--- config.mk ---
export PLATFORM = sky130hd
export DESIGN_NAME = rc4_prga_decrypt
export DESIGN_NICKNAME = d
export VERILOG_FILES = /design/src/rtl/rc4_prga_decrypt.sv
export SDC_FILE = /design/constraint.sdc
export NUM_CORES = 1
export LEC_CHECK = 0
export ABC_AREA = 1
export BUFFER_PORTS_ARGS = -buffer_cell sky130_fd_sc_hd__buf_2
export CORE_MARGIN = 5
export CORE_UTILIZATION = 50
export DETAILED_ROUTE_END_ITERATION = 8
export GPL_ROUTABILITY_DRIVEN = 0
export GPL_TIMING_DRIVEN = 1
export PLACE_DENSITY = 0.73
export SYNTH_ARGS = -nofsm -noshare
export SYNTH_HDL_FRONTEND = slang
export SYNTH_SLANG_ARGS = --single-unit
export TNS_END_PERCENT = 10
--- constraint.sdc ---
create_clock -name clk -period 3.7 [get_ports clk]
set_input_delay 0.185 -clock clk [delete_from_list [all_inputs] [get_ports clk]]
set_output_delay 0.185 -clock clk [all_outputs]
set_load 0.005 [all_outputs]
--- src/rtl/rc4_prga_decrypt.sv ---
// RC4 keystream generator (PRGA): walks the S array in s_memory, swaps entries,
// and XORs each keystream byte with the encrypted ROM byte into the output RAM.
module rc4_prga_decrypt #(
   parameter int MSG_LEN = 32,
   parameter int K_W     = 5
) (
   input  logic           clk,
   input  logic           reset,
   input  logic           start,
   output logic           busy,
   output logic           done,
   output logic [7:0]     s_addr,
   output logic [7:0]     s_wdata,
   output logic           s_wren,
   input  logic [7:0]     s_q,
   output logic [K_W-1:0] rom_addr,
   input  logic [7:0]     rom_q,
   output logic [K_W-1:0] out_addr,
   output logic [7:0]     out_data,
   output logic           out_wren
);

   typedef enum logic [3:0] {
      IDLE, SET_I, WAIT_I, GET_I, WAIT_J, GET_J,
      WR_I, WR_J, WAIT_F, GET_F, NEXT, DONE
   } state_t;

   localparam logic [K_W-1:0] K_LAST = K_W'(MSG_LEN - 1);

   state_t         state;
   logic [7:0]     i, j, si, sj;
   logic [K_W-1:0] k;
   logic           start_d;

   always_ff @(posedge clk) begin
      if (reset) begin
         state    <= IDLE;
         busy     <= 1'b0;
         done     <= 1'b0;
         s_addr   <= '0;
         s_wdata  <= '0;
         s_wren   <= 1'b0;
         rom_addr <= '0;
         out_addr <= '0;
         out_data <= '0;
         out_wren <= 1'b0;
         i        <= '0;
         j        <= '0;
         k        <= '0;
         si       <= '0;
         sj       <= '0;
         start_d  <= 1'b0;
      end else begin
         start_d <= start;
         unique case (state)
            IDLE: begin
               if (start) begin
                  i     <= '0;
                  j     <= '0;
                  k     <= '0;
                  busy  <= 1'b1;
                  done  <= 1'b0;
                  state <= SET_I;
               end
            end
            SET_I: begin
               i      <= i + 8'd1;
               s_addr <= i + 8'd1;
               s_wren <= 1'b0;
               state  <= WAIT_I;
            end
            WAIT_I: state <= GET_I;
            GET_I: begin
               si     <= s_q;
               j      <= j + s_q;
               s_addr <= j + s_q;
               state  <= WAIT_J;
            end
            WAIT_J: state <= GET_J;
            GET_J: begin
               sj      <= s_q;
               s_addr  <= i;
               s_wdata <= s_q;
               s_wren  <= 1'b1;
               state   <= WR_I;
            end
            WR_I: begin
               s_addr  <= j;
               s_wdata <= si;
               s_wren  <= 1'b1;
               state   <= WR_J;
            end
            // Keystream read is issued only after both swap writes have landed.
            WR_J: begin
               s_addr   <= si + sj;
               s_wren   <= 1'b0;
               rom_addr <= k;
               state    <= WAIT_F;
            end
            WAIT_F: state <= GET_F;
            GET_F: begin
               out_data <= s_q ^ rom_q;
               out_addr <= k;
               out_wren <= 1'b1;
               state    <= NEXT;
            end
            NEXT: begin
               out_wren <= 1'b0;
               if (k == K_LAST) begin
                  state <= DONE;
               end else begin
                  k     <= k + K_W'(1);
                  state <= SET_I;
               end
            end
            // A new run needs a fresh rising start once done is already showing.
            DONE: begin
               s_wren   <= 1'b0;
               out_wren <= 1'b0;
               if (done && start && !start_d) begin
                  i     <= '0;
                  j     <= '0;
                  k     <= '0;
                  busy  <= 1'b1;
                  done  <= 1'b0;
                  state <= SET_I;
               end else begin
                  busy <= 1'b0;
                  done <= 1'b1;
               end
            end
            default: state <= IDLE;
         endcase
      end
   end

endmodule

# Word level (Yosys, flattened, before mapping)
# Cells that the tools add are included.
[totals]
reg_bits = 80
inputBits = 19
out_inout_bits = 38
elab_cells = 78
[op_classes]
n_addsub = 4
n_eq_ne = 15
muxes = 22
bitwise = 1
n_reduce_logical = 20
[ops]
columns = ["operator", "n"]
rows = [
  ["$pmux 4 s12", 1],
  ["$pmux 8 s3", 2],
  ["$pmux 8 s5", 1],
  ["$add 8x8->8", 2],
  ["$eq 4x3->1 const B", 4],
  ["$eq 4x4->1 const B", 4],
  ["$mux 8", 2],
  ["$pmux 8 s2", 1],
  ["$mux 5", 3],
  ["$pmux 5 s3", 1],
  ["$mux 4", 3],
  ["$reduce_bool 3->1", 3],
  ["$add 8x1->8 const B", 1],
  ["$eq 4x2->1 const B", 2],
  ["$pmux 1 s2", 4],
  ["$reduce_bool 2->1", 4],
  ["$xor 8x8->8", 1],
  ["$ne 2x2->1 const B", 3],
  ["$reduce_and 3->1", 2],
  ["$add 5x1->5 const B", 1],
  ["$eq 5x5->1 const B", 1],
  ["$reduce_bool 5->1", 1],
  ["$eq 4x1->1 const B", 1],
  ["$logic_not 4->1", 1],
  ["other kinds (7)", 13],
]

# Logic depth before layout (Yosys ltp)
[depth]
word_depth = 4
mapped_depth = 13

# Worst setup path after synthesis
# No wires, ideal clock.
[synth_timing]
path_type = "reg2reg"
from = "register k[0]"
to = "register k[0]"
setup_ns = 0.070
arrival_ns = 1.553
required_time_ns = 3.630
path_slack_ns = 2.077
path_stages_with_launch = 11
path_buffers = 0
period_less_slack_ns = 1.623
cell_sequence = "dfxtp_1 ha_1 inv_1 nor3_1 ha_1 nand2_1 nand2_1 nor3_4 inv_2 or2_0 a21oi_1"
[synth_between]
elab_chain_len = 3
word_cells_on_any_way = 6
cone_classes = "add/sub (1); eq/ne (2); mux (2); reduce/logical (1)"
[synth_rtl]
columns = ["item", "line", "text"]
rows = [
  ["from (decl)", "32", "logic [K_W-1:0] k;"],
  ["from (signal assigned)", "112", "k <= k + K_W'(1);"],
  ["$add 5x1->5 or $eq 5x5->1 (tied branches)", "112, 109", ""],
  ["$mux 5 or $ne 2x2->1 (tied branches)", "-", ""],
  ["$pmux 5 s3 or $reduce_and 4->1 (tied branches)", "-", ""],
]
# Parallel ways exist; a longest one is shown, timed or not. The select of a mux whose other input is x is not followed.
# A chain may end at the register's enable or synchronous reset.

# Worst setup path in the final report
[layout_timing]
from = "register state[1]"
to = "register j[5]"
[layout_between]
elab_chain_len = 3
word_cells_on_any_way = 8
cone_classes = "eq/ne (4); mux (1); reduce/logical (3)"
[layout_rtl]
columns = ["item", "line", "text"]
rows = [
  ["from (decl)", "30", "state_t state;"],
  ["from (signal assigned)", "37", "state <= IDLE;"],
  ["from (signal assigned)", "63", "state <= SET_I;"],
  ["from (signal assigned)", "70", "state <= WAIT_I;"],
  ["$eq 4x4->1, or another cell as far along", "55", "unique case (state)"],
  ["$ne 2x2->1 (no line) or $reduce_bool 3->1 (tied branches)", "-", ""],
  ["$reduce_and 3->1 (no line)", "-", ""],
  ["to (signal assigned)", "75", "j <= j + s_q;"],
  ["to (decl)", "31", "logic [7:0] i, j, si, sj;"],
]
# Parallel ways exist; a longest one is shown, timed or not.

==> out/metrics.yaml <==
crit_cells: 7
start_util_pct: 51.42
synth_cell_types: 35
cts-root-buf: "clkbuf_8"
synth.area.top_cells: "dfxtp_1, nand2_1, a21oi_1, inv_1, ha_1"
wl_per_cell_um: 14.17
ios: 57
syn2layout_area_growth_pct: 13.91
path_buf_inv: 2
cts_tree: "done"
final_nets: 656
path_clk_slew_ns: 0.09
clk-insertion-delay-late_ns: 0.36
fin_tns_setup_ns: 0
cts_sinks: 80
multi_input_area_um2: 2102
crit_fanout: 15
outcome: "complete, no violations"
cp-startpoint: "state[1]"
cp-start-kind: "flop"
grt_usage_pct: 21.55
hp-class: "primary input to flop"
grt_pass1_vias: 3634
crit_path_end: "j[5]"
r2r_cells: 7
vias: 3858
synth-main-ff-cell: "dfxtp_1"
final_common_cell: "nand2_1"
portBuffers: 56
syn_nets: 603
ant_nets: 0
cpMostUsedCell: "nand2_1"
holdWs_ns: 0.1120
grt_max_degree: 49
fin_crit_sh_pct: 60.12
yosysTopAreaCellShare_pct: 40.10
hold_viol: 0
synth_top_cell_by_area: "dfxtp_1"
core_um2: 7767
worst_pin_slew_ns: 0.9391
peakVddDrop_mv: 0.2041
antennaDiodeCount: 0
clock.fmax_mhz: 449.6
cp-end-kind: "flop"
dieArea_um2: 9875
post_cts.repair.setup_buffers: 0
ctsHoldBuffers: 0
rsz0062_at_grt: "no"
cpMaxStageDelayCell: "o31ai_2"
slew_headroom_pct: 37.16
reg2reg_from: "state[1]"
nFillCells: 746
crit_type: "flop to flop"
dieWidth_um: 99.38
cts_buffers: 9
cp_slowest_stage_delay_ns: 0.66
grt.overflow.total: 0
drtIter0Drc: 248
final_util_pct: 58.57
die_h_um: 99.38
power_density_nw_per_um2: 406.3
layout.cells.most_common_list: "nand2_1, dfxtp_1, a21oi_1"
p_leak_nw: 2.084
dp_hpwl_mm: 7.657
row_count: 32
min_period_ns: 2.224
drv_slew: 0
rrSetupSlack_ns: 1.48
arrival_ns: 2.50
netlist_area_um2: 3994
drive_gt1_share_pct: 14.45
yosys_warnings: 0
synth_cells: 565
clock_skew_ns: 0.01120
crit_family: "compound AO/OA/AOI/OAI gates"
crit_chain: "nand2_1, inv_1, nand2_1, inv_1, o31ai_2, nand2_1, a21oi_1"
via_per_inst: 5.321
synthArstFlopShare_pct: 0
drcViolationCount: 0
cts_max_level: 3
routed_wirelength_mm: 10.27
drt_pass1_iterations: 5
clockBufferDepth: 2
crit_required_ns: 3.98
reg2reg_to: "j[5]"
synth_edf_count: 0
synth.avg_cell_area_um2: 7.069
regArea_um2: 1602
ys_seq_elements: 80
setup_viol: 0
antenna_found_initial: 0
ys_seq_area_share_pct: 40.10
timing.max_cap.violations: 0
grt_pass1_wl_mm: 17.30
cts_resized: 0
[synth_stat cells (all sizes together) (3+ instances only)]
| cell | number |
|---|---|
| nand2 | 149 |
| dfxtp | 80 |
| a21oi | 63 |
| inv | 61 |
| nor2 | 60 |
| o21ai | 38 |
| nand3 | 27 |
| ha | 17 |
| a31oi | 10 |
| clkbuf | 10 |
| nor3 | 8 |
| xnor2 | 8 |
| xor2 | 6 |
| buf | 5 |
| or2 | 5 |
| a41oi | 3 |
| nand3b | 3 |
[layer usage]
layer / vias up / wire [um] / GRT usage (%)
li1: 1952 / - / -
met1: 1771 / 4893 / 29.78
met2: 115 / 4565 / 34.09
met3: 20 / 601 / 3.086
met4: 0 / 212 / 8.193
met5: - / 0 / 0
[cells by family (layout without fill, tap and decap cells)]
kind of cell / count (synthesis) / in the layout / share of synthesized area (%)
simple gates: 254 / 254 / 26.54
compound gates: 122 / 122 / 16.70
flops: 80 / 80 / 40.10
buf+inv: 76 / 134 / 7.268
fa+ha+maj: 19 / 19 / 6.328
xor+xnor: 14 / 14 / 3.070
[flip-flops by register name (all words and copies together) (netlist names), 4 cells and up]
register,cells
sj,8
out_data,8
out_addr,5
state,4
s_wdata,8
i,8
s_addr,8
j,8
si,8
k,5
rom_addr,5
[worst register-to-register path, cell delays in order (launching register included)]
cell and delay (ns):
dfxtp_1 0.36, nand2_1 0.15, inv_1 0.07, nand2_1 0.28, inv_1 0.35, o31ai_2 0.66
nand2_1 0.12, a21oi_1 0.15
[worst min path at each step]
stage / from / end / slack, ns / depth (start not counted)
after floorplan: reset / s_wren / 0.28 / 1
after global placement: out_wren / out_wren / 0.45 / 2
after detailed placement: s_addr[5] / s_addr[5] / 0.45 / 2
after CTS: rom_q[6] / out_data[6] / 0.10 / 3
after global routing: rom_q[2] / out_data[2] / 0.12 / 3
final: rom_q[6] / out_data[6] / 0.11 / 3
[area by class of cell]
| type | count | share of cell area, % |
|---|---|---|
| sequential | 80 | 35.20 |
| tap | 102 | 2.805 |
| clock inverter | 7 | 1.705 |
| inverter | 61 | 5.033 |
| multi-input combinational | 409 | 46.20 |
| timing repair buffer | 57 | 6.326 |
| clock buffer | 9 | 2.723 |
[through the flow]
| stage | setup slack (ns) | power, W | std cells | instance area (um2) |
|---|---|---|---|---|
| floorplan | 2.077 | 0.001118 | 565 | 3994 |
| global route | 1.209 | 0.001926 | 725 | 4549 |
| detailed placement | 1.539 | 0.001203 | 709 | 4348 |
| global placement | 1.703 | 0.001196 | 709 | 4348 |
| finish | 1.476 | 0.001849 | 725 | 4549 |
| CTS | 1.528 | 0.001853 | 725 | 4549 |
[where the power goes]
part	leakage [nW]	internal [W]	total [W]	switching, W
Combinational	1.34	0.0000904	0.000263	0.000173
Sequential	0.647	0.000894	0.000923	0.0000288
Clock	0.101	0.000319	0.000662	0.000343
No activity file was read; power rests on OpenSTA's default activity.
